File: config.mk
export PLATFORM = sky130hd
export DESIGN_NAME = floating_mul_32b_seq
export DESIGN_NICKNAME = d
export VERILOG_FILES = /design/src/rtl/fp32_pkg.sv /design/src/rtl/floating_mul_32b_seq_shiftadd.sv /design/src/rtl/floating_mul_32b_seq.sv
export SDC_FILE = /design/constraint.sdc
export NUM_CORES = 1
export LEC_CHECK = 0
export CORE_UTILIZATION = 55
export DETAILED_ROUTE_END_ITERATION = 8
export DONT_BUFFER_PORTS = 1
export GPL_TIMING_DRIVEN = 1
export HOLD_SLACK_MARGIN = 0.08
export PLACE_DENSITY = 0.7
export SETUP_SLACK_MARGIN = 0.4
export SLEW_MARGIN = 10
export SYNTH_ARGS = -nofsm -noshare
export SYNTH_HDL_FRONTEND = slang
export SYNTH_SLANG_ARGS = --single-unit
export TNS_END_PERCENT = 30
File: constraint.sdc
create_clock -name clk -period 9.01 [get_ports clk]
set_clock_uncertainty 0.15 [all_clocks]
set_input_delay 0.901 -clock clk [delete_from_list [all_inputs] [get_ports clk]]
set_output_delay 0.901 -clock clk [all_outputs]
set_load 0.02 [all_outputs]
File: src/rtl/fp32_pkg.sv
// Shared single-precision definitions for the sequential FP units
// (floating_mul_32b_seq, floating_div_32b).
// Contents: field widths, bias, canonical QNaN/Inf encodings, FSM state
// codes, the operand class type and a classifier helper.
package fp32_pkg;

  localparam int EXP_W = 8;
  localparam int MAN_W = 23;
  localparam int W     = 1 + EXP_W + MAN_W;
  localparam int BIAS  = 127;

  localparam logic [31:0] QNAN = 32'h7FC0_0000;
  localparam logic [31:0] INF  = 32'h7F80_0000;

  localparam logic [2:0] ST_IDLE   = 3'd0;
  localparam logic [2:0] ST_UNPACK = 3'd1;
  localparam logic [2:0] ST_MULT   = 3'd2;
  localparam logic [2:0] ST_NORM   = 3'd3;
  localparam logic [2:0] ST_ROUND  = 3'd4;
  localparam logic [2:0] ST_DONE   = 3'd5;

  typedef enum logic [1:0] {
    FP_ZERO = 2'd0,
    FP_NORM = 2'd1,
    FP_INF  = 2'd2,
    FP_NAN  = 2'd3
  } fp_class_t;

  // Subnormals (exponent 0, non-zero fraction) are classed as zero.
  function automatic fp_class_t fp_classify(input logic [EXP_W-1:0] e,
                                            input logic [MAN_W-1:0] m);
    fp_class_t cls;
    if (e == {EXP_W{1'b0}}) begin
      cls = FP_ZERO;
    end else if (e == {EXP_W{1'b1}}) begin
      cls = (m == {MAN_W{1'b0}}) ? FP_INF : FP_NAN;
    end else begin
      cls = FP_NORM;
    end
    return cls;
  endfunction

endpackage

File: src/rtl/floating_mul_32b_seq_shiftadd.sv
// fp_mant_shiftadd: 24x24 iterative unsigned multiplier, one partial product
// per clock (multiplicand LSB first).
// Ports: clk, rst (async active-high), start (loads ma/mb, clears accumulator),
//        ma/mb (mantissas with hidden bit), busy (iterating),
//        done (high in the cycle whose edge adds the final partial product),
//        prod (48-bit accumulator; final once busy has dropped).
module fp_mant_shiftadd
  import fp32_pkg::*;
(
  input  logic                 clk,
  input  logic                 rst,
  input  logic                 start,
  input  logic [MAN_W:0]       ma,
  input  logic [MAN_W:0]       mb,
  output logic                 busy,
  output logic                 done,
  output logic [2*MAN_W+1:0]   prod
);

  localparam int PW = 2 * (MAN_W + 1);

  logic [MAN_W:0]  mcand_r;
  logic [PW-1:0]   mplier_r;
  logic [PW-1:0]   acc_r;
  logic [4:0]      cnt_r;
  logic            busy_r;

  // Load on start, then shift-add one multiplicand bit per clock for counts 0..MAN_W.
  always_ff @(posedge clk or posedge rst) begin
    if (rst) begin
      mcand_r  <= '0;
      mplier_r <= '0;
      acc_r    <= '0;
      cnt_r    <= 5'd0;
      busy_r   <= 1'b0;
    end else if (start) begin
      mcand_r  <= ma;
      mplier_r <= {{(MAN_W+1){1'b0}}, mb};
      acc_r    <= '0;
      cnt_r    <= 5'd0;
      busy_r   <= 1'b1;
    end else if (busy_r) begin
      acc_r    <= acc_r + (mcand_r[0] ? mplier_r : {PW{1'b0}});
      mcand_r  <= mcand_r >> 1;
      mplier_r <= mplier_r << 1;
      cnt_r    <= cnt_r + 5'd1;
      busy_r   <= (cnt_r != 5'(MAN_W));
    end
  end

  assign busy = busy_r;
  // Combinational so the owner can leave its MULT state on the same edge
  // that adds the last partial product.
  assign done = busy_r & (cnt_r == 5'(MAN_W));
  assign prod = acc_r;

endmodule

File: src/rtl/floating_mul_32b_seq.sv
// floating_mul_32b_seq: multi-cycle IEEE-754 single-precision multiplier.
// Ports: clk, rst (async active-high), a/b operands (sampled when accepted),
//        start (sampled in IDLE/DONE only), c product (held until the next
//        complete), complete (one-cycle pulse), ov (exponent overflow for c).
// An op occupies UNPACK, 24 MULT cycles, NORM, ROUND and DONE: 28 cycles,
// and start held high in DONE chains the next op with no gap.
// Build option: define FMUL_ROUND_NEAREST_EN for round-to-nearest-even;
// otherwise the result is truncated toward zero.
module floating_mul_32b_seq
  import fp32_pkg::*;
(
  input  logic          clk,
  input  logic          rst,
  input  logic [W-1:0]  a,
  input  logic [W-1:0]  b,
  input  logic          start,
  output logic [W-1:0]  c,
  output logic          complete,
  output logic          ov
);

  localparam int ES_W = EXP_W + 2;       // signed exponent working width
  localparam int PW   = 2 * (MAN_W + 1);

  logic [2:0]       state_r;
  logic [W-1:0]     a_r, b_r;
  logic             sign_r, spec_r;
  logic [W-1:0]     spec_val_r;
  logic [ES_W-1:0]  exp_r;
  logic [MAN_W-1:0] man_r;
`ifdef FMUL_ROUND_NEAREST_EN
  logic             guard_r, sticky_r;
`endif

  logic             mul_busy_s, mul_done_s;
  logic [PW-1:0]    prod_s;

  fp_mant_shiftadd u_mant (
    .clk   (clk),
    .rst   (rst),
    .start (state_r == ST_UNPACK),
    .ma    ({1'b1, a_r[MAN_W-1:0]}),
    .mb    ({1'b1, b_r[MAN_W-1:0]}),
    .busy  (mul_busy_s),
    .done  (mul_done_s),
    .prod  (prod_s)
  );

`ifndef FMUL_ROUND_NEAREST_EN
  // Bits below the kept mantissa only feed guard/sticky, which truncation drops.
  logic unused_low_s;
  assign unused_low_s = ^prod_s[PW-3-MAN_W:0];
`endif

  fp_class_t        cls_a_s, cls_b_s;
  logic             sign_s, spec_s;
  logic [W-1:0]     spec_val_s;
  logic [ES_W-1:0]  exp_sum_s;

  // Unpack: classify operands, pick the special-case result, form ea+eb-bias.
  always_comb begin
    cls_a_s   = fp_classify(a_r[W-2:MAN_W], a_r[MAN_W-1:0]);
    cls_b_s   = fp_classify(b_r[W-2:MAN_W], b_r[MAN_W-1:0]);
    sign_s    = a_r[W-1] ^ b_r[W-1];
    exp_sum_s = ES_W'(a_r[W-2:MAN_W]) + ES_W'(b_r[W-2:MAN_W]) - ES_W'(BIAS);
    if ((cls_a_s == FP_NAN) || (cls_b_s == FP_NAN) ||
        ((cls_a_s == FP_ZERO) && (cls_b_s == FP_INF)) ||
        ((cls_a_s == FP_INF) && (cls_b_s == FP_ZERO))) begin
      spec_s     = 1'b1;
      spec_val_s = QNAN;
    end else if ((cls_a_s == FP_INF) || (cls_b_s == FP_INF)) begin
      spec_s     = 1'b1;
      spec_val_s = INF | {sign_s, {(W-1){1'b0}}};
    end else if ((cls_a_s == FP_ZERO) || (cls_b_s == FP_ZERO)) begin
      spec_s     = 1'b1;
      spec_val_s = {sign_s, {(W-1){1'b0}}};
    end else begin
      spec_s     = 1'b0;
      spec_val_s = {W{1'b0}};
    end
  end

  logic             inc_s, ovf_s;
  logic [MAN_W:0]   man_inc_s;
  logic [ES_W-1:0]  exp_rnd_s;
  logic [W-1:0]     res_s;

  // Round, renormalise on mantissa carry-out, then saturate or flush the exponent.
  always_comb begin
`ifdef FMUL_ROUND_NEAREST_EN
    inc_s = guard_r & (sticky_r | man_r[0]);
`else
    inc_s = 1'b0;
`endif
    man_inc_s = {1'b0, man_r} + {{MAN_W{1'b0}}, inc_s};
    // On carry-out the fraction bits are already all zero, only the exponent moves.
    exp_rnd_s = exp_r + ES_W'(man_inc_s[MAN_W]);
    ovf_s     = 1'b0;
    if (spec_r) begin
      res_s = spec_val_r;
    end else if (!exp_rnd_s[ES_W-1] &&
                 (exp_rnd_s[ES_W-2:0] >= {1'b0, {EXP_W{1'b1}}})) begin
      res_s = INF | {sign_r, {(W-1){1'b0}}};
      ovf_s = 1'b1;
    end else if (exp_rnd_s[ES_W-1] || (exp_rnd_s == {ES_W{1'b0}})) begin
      res_s = {sign_r, {(W-1){1'b0}}};
    end else begin
      res_s = {sign_r, exp_rnd_s[EXP_W-1:0], man_inc_s[MAN_W-1:0]};
    end
  end

  // Control FSM and the operand/exponent/mantissa pipeline registers.
  always_ff @(posedge clk or posedge rst) begin
    if (rst) begin
      state_r    <= ST_IDLE;
      a_r        <= '0;
      b_r        <= '0;
      sign_r     <= 1'b0;
      spec_r     <= 1'b0;
      spec_val_r <= '0;
      exp_r      <= '0;
      man_r      <= '0;
`ifdef FMUL_ROUND_NEAREST_EN
      guard_r    <= 1'b0;
      sticky_r   <= 1'b0;
`endif
    end else begin
      case (state_r)
        ST_IDLE, ST_DONE: begin
          if (start) begin
            a_r     <= a;
            b_r     <= b;
            state_r <= ST_UNPACK;
          end else begin
            state_r <= ST_IDLE;
          end
        end
        ST_UNPACK: begin
          sign_r     <= sign_s;
          spec_r     <= spec_s;
          spec_val_r <= spec_val_s;
          exp_r      <= exp_sum_s;
          state_r    <= ST_MULT;
        end
        ST_MULT: begin
          if (mul_done_s) begin
            state_r <= ST_NORM;
          end else if (!mul_busy_s) begin
            state_r <= ST_IDLE;   // engine lost its op: recover instead of hanging
          end
        end
        ST_NORM: begin
          // Product of two 1.x values lies in [1,4): bit PW-1 set means [2,4).
          if (prod_s[PW-1]) begin
            man_r    <= prod_s[PW-2 -: MAN_W];
            exp_r    <= exp_r + ES_W'(1);
`ifdef FMUL_ROUND_NEAREST_EN
            guard_r  <= prod_s[PW-2-MAN_W];
            sticky_r <= |prod_s[PW-3-MAN_W:0];
`endif
          end else begin
            man_r    <= prod_s[PW-3 -: MAN_W];
`ifdef FMUL_ROUND_NEAREST_EN
            guard_r  <= prod_s[PW-3-MAN_W];
            sticky_r <= |prod_s[PW-4-MAN_W:0];
`endif
          end
          state_r <= ST_ROUND;
        end
        ST_ROUND: begin
          state_r <= ST_DONE;
        end
        default: begin
          state_r <= ST_IDLE;
        end
      endcase
    end
  end

  // Registered outputs: c/ov load as DONE is entered, complete pulses for DONE only.
  always_ff @(posedge clk or posedge rst) begin
    if (rst) begin
      c        <= '0;
      complete <= 1'b0;
      ov       <= 1'b0;
    end else begin
      complete <= (state_r == ST_ROUND);
      if (state_r == ST_ROUND) begin
        c  <= res_s;
        ov <= ovf_s;
      end
    end
  end

endmodule

==> reports/summary.txt, run 1 <==
Most frequent cell after synthesis -> dfrtp_1
Routed vias -> 10200
CTS Sinks -> 265
Die X -> 164 µm
# DRC -> 0
Ys async rst share -> 1.00
EDFF count, synth -> 0
First-pass GRT wire length -> 48.1 mm
Hold-fix buffers, CTS -> 0
Final Cycle Share -> 0.419
WL/cell -> 16.4 µm
Tmin final -> 3.78 ns
CTS buffer count -> 29
Hold Violations, Final -> 0
Startpoint Class -> flop
Worst hold slack -> 0.163 ns
H-tree Lvls -> 1
Die H -> 164 µm
Initial Util -> 0.568
Worst hold path class -> input pin to asynchronous set/reset pin
Distinct cells, synth -> 71
Sequential share of the synthesized area -> 0.459
Leading area contributor after synthesis -> dfrtp_1
Post-Synthesis Cells -> 1444
Worst Tran Pin Value -> 1.12 ns
Status -> complete, no violations
Filler cells -> 2081
Largest cells by area after synthesis -> dfrtp_1 (46%), mux2i_1 (8.2%), ha_1 (5.7%), mux2_2 (4.7%), a21oi_1 (4.1%)
Vias per inst -> 5.80
Critical Path AT -> 4.01 ns
HPWL after DPL -> 20.0 mm
RSZ-0062 raised after global routing -> no
CP Capture Type -> flop
Rows -> 58
Warnings from Yosys -> 0
CTS clock-pin slew for the worst setup and hold paths -> 0.06 ns
Pwr Density -> 403 nW/µm²
P&R area growth vs syn -> 8.35%
Largest net degree at the start of global routing -> 99
Initial DRT Pass Iterations -> 5
Setup violations, final -> 0
Area after DPL -> 14700 µm²
TNS Setup -> 0 ns
Max_slew headroom -> 0.255
Max cap viols -> 0
Kind of critical path -> flop to flop
Peak fanout along the critical path -> 49
GRT Resource Usage Total -> 0.220
Synthesized area per cell -> 10.0 µm²
CTS Buffer Depth -> 3
Vias in the first global route -> 9648
Final instance area -> 15700 µm²
Worst EP required -> 9.25 ns
Post-CTS setup buffers -> 0
DRT antenna net count -> 0
Antenna violations before repair -> 0
Die area -> 26900 µm²
Worst vdd ir -> 0.234 mV
Final #Nets -> 1542
Fraction of layout cells with a size suffix above 1 -> 0.100
CTS resizes -> 0
Static leakage power -> 7.57 nW
Yosys reg bits -> 265
DRT iter0 DRCs -> 577
Clk root buf -> clkbuf_16
WL final -> 28.9 mm
CTS tree -> done
IO Pins -> 101
Syn_nets -> 1579
Synth Flop Type -> dfrtp_1
RePlAce Congestion -> 0.903
IO Port Bufs -> 0
Slew Viols, Final -> 0
Area share of the leading cell type in the synthesized netlist -> 0.459
Later-pin clock latency in the skew report -> 0.54 ns
Most frequent cells after synthesis -> dfrtp_1 (265), nor2_1 (155), mux2i_1 (119)
Antenna diodes -> 0
GRT Residual Overflow -> 0
Post-Syn Area -> 14500 µm²
Core area -> 25500 µm²
Upper clock frequency limit -> 265 MHz
==> power by group <==
| part | total, mW | switching, mW | internal, mW |
|---|---|---|---|
| sequential | 2.17 | 0.470 | 1.70 |
| clock | 1.20 | 0.463 | 0.734 |
| combinational | 2.94 | 1.63 | 1.31 |
==> worst max-delay path, cell delays in order (launching register included) <==
cell,delay (ns)
dfrtp_1,0.37
buf_4,0.25
and2_1,0.20
ha_1,0.21
fa_1,0.42
a21oi_1,0.18
o21ai_0,0.16
a221o_2,0.44
a41oi_2,0.29
o211a_1,0.26
o21ai_1,0.14
a221oi_2,0.28
xor2_1,0.18
a21oi_1,0.08
==> cell type report <==
cell class / instances / area [µm²] / area share
flip-flops and latches: 265 / 6640 / 0.424
clock buffers: 39 / 803 / 0.0513
multi-input cells: 1073 / 7430 / 0.474
inverters: 26 / 105 / 0.00671
clock inverters: 11 / 166 / 0.0106
repair buffers: 12 / 110 / 0.00703
well taps: 330 / 413 / 0.0264
==> metrics by stage <==
stage | util | instances | total power, mW | worst slack [ns]
global route | 0.615 | 1756 | 6.83 | 5.01
detailed placement | 0.576 | 1705 | 5.12 | 5.25
floorplan | - | 1444 | 4.49 | 0.662
global placement | 0.576 | 1705 | 5.04 | 5.32
finish | 0.615 | 1756 | 6.31 | 5.23
CTS | 0.614 | 1755 | 6.34 | 5.22
==> cells by family after synthesis <==
group           Yosys count  synth area share
simple gates            444             0.146
compound gates          331             0.147
flops                   265             0.459
mux                     180             0.130
buf+inv                 106            0.0284
fa+ha+maj                68            0.0599
xor+xnor                 50            0.0303
==> flip-flops by register name, indices dropped and copies added (netlist names), 3 cells and up <==
| name | flops |
|---|---|
| u_mant.mplier_r | 48 |
| u_mant.prod | 48 |
| a_r | 32 |
| b_r | 32 |
| c | 32 |
| u_mant.mcand_r | 24 |
| man_r | 23 |
| exp_r | 10 |
| u_mant.cnt_r | 5 |
| spec_val_r | 3 |
| state_r | 3 |
==> cells in the final DEF (no fill, tap or decap), drive strengths merged, types with 3 or more instances in the layout <==
cell type,n
nand3,36
buf,12
o21a,5
dfrtp,265
a21o,26
nor2b,5
clkbuf,39
a221oi,3
or2,5
nor3,14
nand2,110
mux2i,119
xnor2,31
a31oi,12
nor4,18
a22o,23
nor4b,4
and3,12
o21ai,84
inv,26
a21oi,119
nand4,16
ha,66
xor2,19
a21boi,3
a41oi,4
nor2,155
o31ai,3
bufinv,4
and4,5
nand2b,4
mux2,61
o21bai,10
a211oi,10
clkinvlp,3
clkinv,4
o41ai,3
o22ai,4
o211ai,8
and2,55
==> metal layers <==
layer  up-vias  wire length (µm)  part of all wire  GRT usage
met5         -                 0                 0          0
met4         0               705             0.024     0.0598
met3        53              1310             0.045     0.0336
met2       220             12700              0.44      0.341
met1      4813             14200              0.49      0.319
li1       5094                 -                 -          -
==> path summary, 6_finish.rpt <==
path / from / to / slack (ns) / depth (start not counted)
max: u_mant.mcand_r[0]$_DFFE_PP0P_ / u_mant.prod[34]$_DFFE_PP0P_ / 5.23 / 13
min: rst / exp_r[0]$_DFFE_PP0P_ / 0.16 / 1
max reg2reg: u_mant.mcand_r[0]$_DFFE_PP0P_ / u_mant.prod[34]$_DFFE_PP0P_ / 5.23 / 13
min reg2reg: man_r[3]$_DFFE_PP0P_ / man_r[3]$_DFFE_PP0P_ / 0.33 / 2
max in group asynchronous: rst / u_mant.busy$_DFF_PP0_ / 6.97 / 2
min in group clk: man_r[3]$_DFFE_PP0P_ / man_r[3]$_DFFE_PP0P_ / 0.33 / 2
Power figures use the tool's default switching activity.
==> run 2: changes to the inputs <==
Clock period 9.01 ns to 3.8 ns, I/O delays scaled along.
==> reports/summary.txt, run 2 (synthesis gave the netlist of run 1 again) <==
Status -> complete, no violations
Final Total Pwr -> 16.4 mW (+160%)
Routed vias -> 10700 (+5.4%)
Final Cycle Share -> 0.911 (+0.492)
Die area -> 26900 µm² (unchanged)
Multi-input logic area -> 7760 µm² (+4.4%)
Upper clock frequency limit -> 289 MHz (+9.1%)
CTS buffer count -> 29 (unchanged)
Later-pin clock latency in the skew report -> 0.56 ns (+0.02 ns)
Vias in the first global route -> 10600 (+10%)
Die H -> 164 µm (unchanged)
WP buf/inv -> 4 (+3)
TNS Setup -> 0 ns (unchanged)
Worst Tran Pin Value -> 1.00 ns (-0.113 ns)
CP Capture Type -> flop
Clk root buf -> clkbuf_16
Vias per inst -> 5.72 (-1.3%)
Non-filler cells, final -> 1876 (+6.8%)
Tmin final -> 3.46 ns (-0.316 ns)
DRT iter0 DRCs -> 698 (+21%)
Rows -> 58 (unchanged)
R2R depth -> 13 (unchanged)
Final instance area -> 17200 µm² (+9.6%)
GRT Residual Overflow -> 0 (unchanged)
RePlAce Congestion -> 0.887 (-1.8%)
Peak fanout along the critical path -> 6 (-88%)
CTS tree -> done
Max_slew headroom -> 0.330 (+0.0755)
Die X -> 164 µm (unchanged)
Fraction of layout cells with a size suffix above 1 -> 0.158 (+0.0582)
P&R area growth vs syn -> 18.8%
Fin worst setup slack -> 0.339 ns (-4.89 ns)
Fin util -> 0.674 (+0.0591)
Commonest non-fill, non-tap cell in the layout -> dfrtp_1
WL/cell -> 17.0 µm (+3.2%)
CP delay by family, top -> compound AO/OA/AOI/OAI gates
Worst hold slack -> 0.312 ns (+0.149 ns)
IO Port Bufs -> 0 (unchanged)
GRT Resource Usage Total -> 0.243 (+0.0231)
HPWL after DPL -> 21.2 mm (+5.8%)
FF+latch area -> 6640 µm² (about the same)
Critical Path AT -> 3.75 ns (-0.26 ns)
Antenna diodes -> 0 (unchanged)
Startpoint Class -> flop
Pwr Density -> 954 nW/µm² (+140%)
CTS Sinks -> 265 (unchanged)
CTS Buffer Depth -> 3 (unchanged)
Worst EP required -> 4.09 ns (-5.16 ns)
Antenna violations before repair -> 0 (unchanged)
Final #Nets -> 1659 (+7.6%)
Setup violations, final -> 0 (unchanged)
# DRC -> 0 (unchanged)
CP max stage cell -> dfrtp_2
H-tree Lvls -> 1 (unchanged)
Initial DRT Pass Iterations -> 5 (unchanged)
WL final -> 31.8 mm (+10%)
Kind of critical path -> flop to flop
Filler cells -> 1922 (-7.6%)
DP Worst Slack -> 0.257 ns (-4.99 ns)
First-pass GRT wire length -> 53.3 mm (+11%)
IO Pins -> 101 (unchanged)
Largest net degree at the start of global routing -> 116 (+17%)
RSZ-0062 raised after global routing -> yes
Static leakage power -> 8.24 nW (+8.8%)
Worst vdd ir -> 0.625 mV (+170%)
Slew Viols, Final -> 0 (unchanged)
Area after DPL -> 15000 µm² (+2.4%)
Core area -> 25500 µm² (unchanged)
Initial Util -> 0.568 (unchanged)
Critical Path Stages -> 13 (unchanged)
Commonest cells after routing, fill and taps aside -> dfrtp_1 (263), nor2_1 (152), mux2i_1 (119), a21oi_1 (116), nand2_1 (108)
CP peak stage delay -> 0.49 ns (+0.05 ns)
Max cap viols -> 0 (unchanged)
DRT antenna net count -> 0 (unchanged)
Worst hold path class -> input pin to asynchronous set/reset pin
Post-Place Cells -> 1748 (+2.5%)
Hold Violations, Final -> 0 (unchanged)
Cells along the critical path -> buf_12 -> buf_16 -> and2_1 -> ha_1 -> buf_6 -> and4_4 -> inv_2 -> a2111oi_4 -> o31ai_4 -> a211oi_4 -> o41ai_2 -> a211oi_2 -> mux2_1
CTS clock-pin slew for the worst setup and hold paths -> 0.06 ns (about the same)
[run 2: cell types whose count changed in the layout (fill, tap and decap cells not counted), sizes merged]
| cell | previous run | this run |
|---|---|---|
| bufbuf | 0 | 1 |
| buf | 12 | 63 |
| dlygate4sd3 | 0 | 65 |
| clkinv | 4 | 7 |
[run 2: report_power, final]
group | total (mW) | switching [mW] | internal [mW]
clock network | 2.96 | 1.17 | 1.80
registers | 5.20 | 1.16 | 4.04
logic | 8.21 | 4.29 | 3.93
[run 2: cell type report]
type                            instances  share of cell area
Multi-Input combinational cell       1073               0.452
Timing Repair Buffer                  129              0.0724
Clock inverter                         14              0.0115
Clock buffer                           39              0.0479
Sequential cell                       265               0.387
Inverter                               26             0.00590
Tap cell                              330              0.0240
[run 2: path summary, 6_finish.rpt]
| path | start | endpoint | slack, ns |
|---|---|---|---|
| max in group asynchronous | rst | u_mant.mcand_r[0]$_DFFE_PP0P_ | 2.10 |
| hold reg to reg | man_r[17]$_DFFE_PP0P_ | man_r[17]$_DFFE_PP0P_ | 0.33 |
| hold / removal | rst | man_r[21]$_DFFE_PP0P_ | 0.31 |
| setup reg to reg | u_mant.mcand_r[0]$_DFFE_PP0P_ | u_mant.prod[47]$_DFFE_PP0P_ | 0.34 |
| min in group clk | man_r[17]$_DFFE_PP0P_ | man_r[17]$_DFFE_PP0P_ | 0.33 |
| setup / recovery | u_mant.mcand_r[0]$_DFFE_PP0P_ | u_mant.prod[47]$_DFFE_PP0P_ | 0.34 |
[run 2: timing repair]
item,CTS,global route
endpoints found under the hold margin,96,0
setup buffers,6,2
pin swaps,21,7
hold buffers,65,0
gates cloned,2,0
resized for setup,34,25
setup endpoints to repair,6,17
[run 2: per-layer routing]
metal	global-route usage	up-vias	wire (µm)
li1	-	5319	-
met1	0.344	5154	15400
met2	0.392	208	14400
met3	0.0306	50	1150
met4	0.0652	0	831
met5	0	-	0
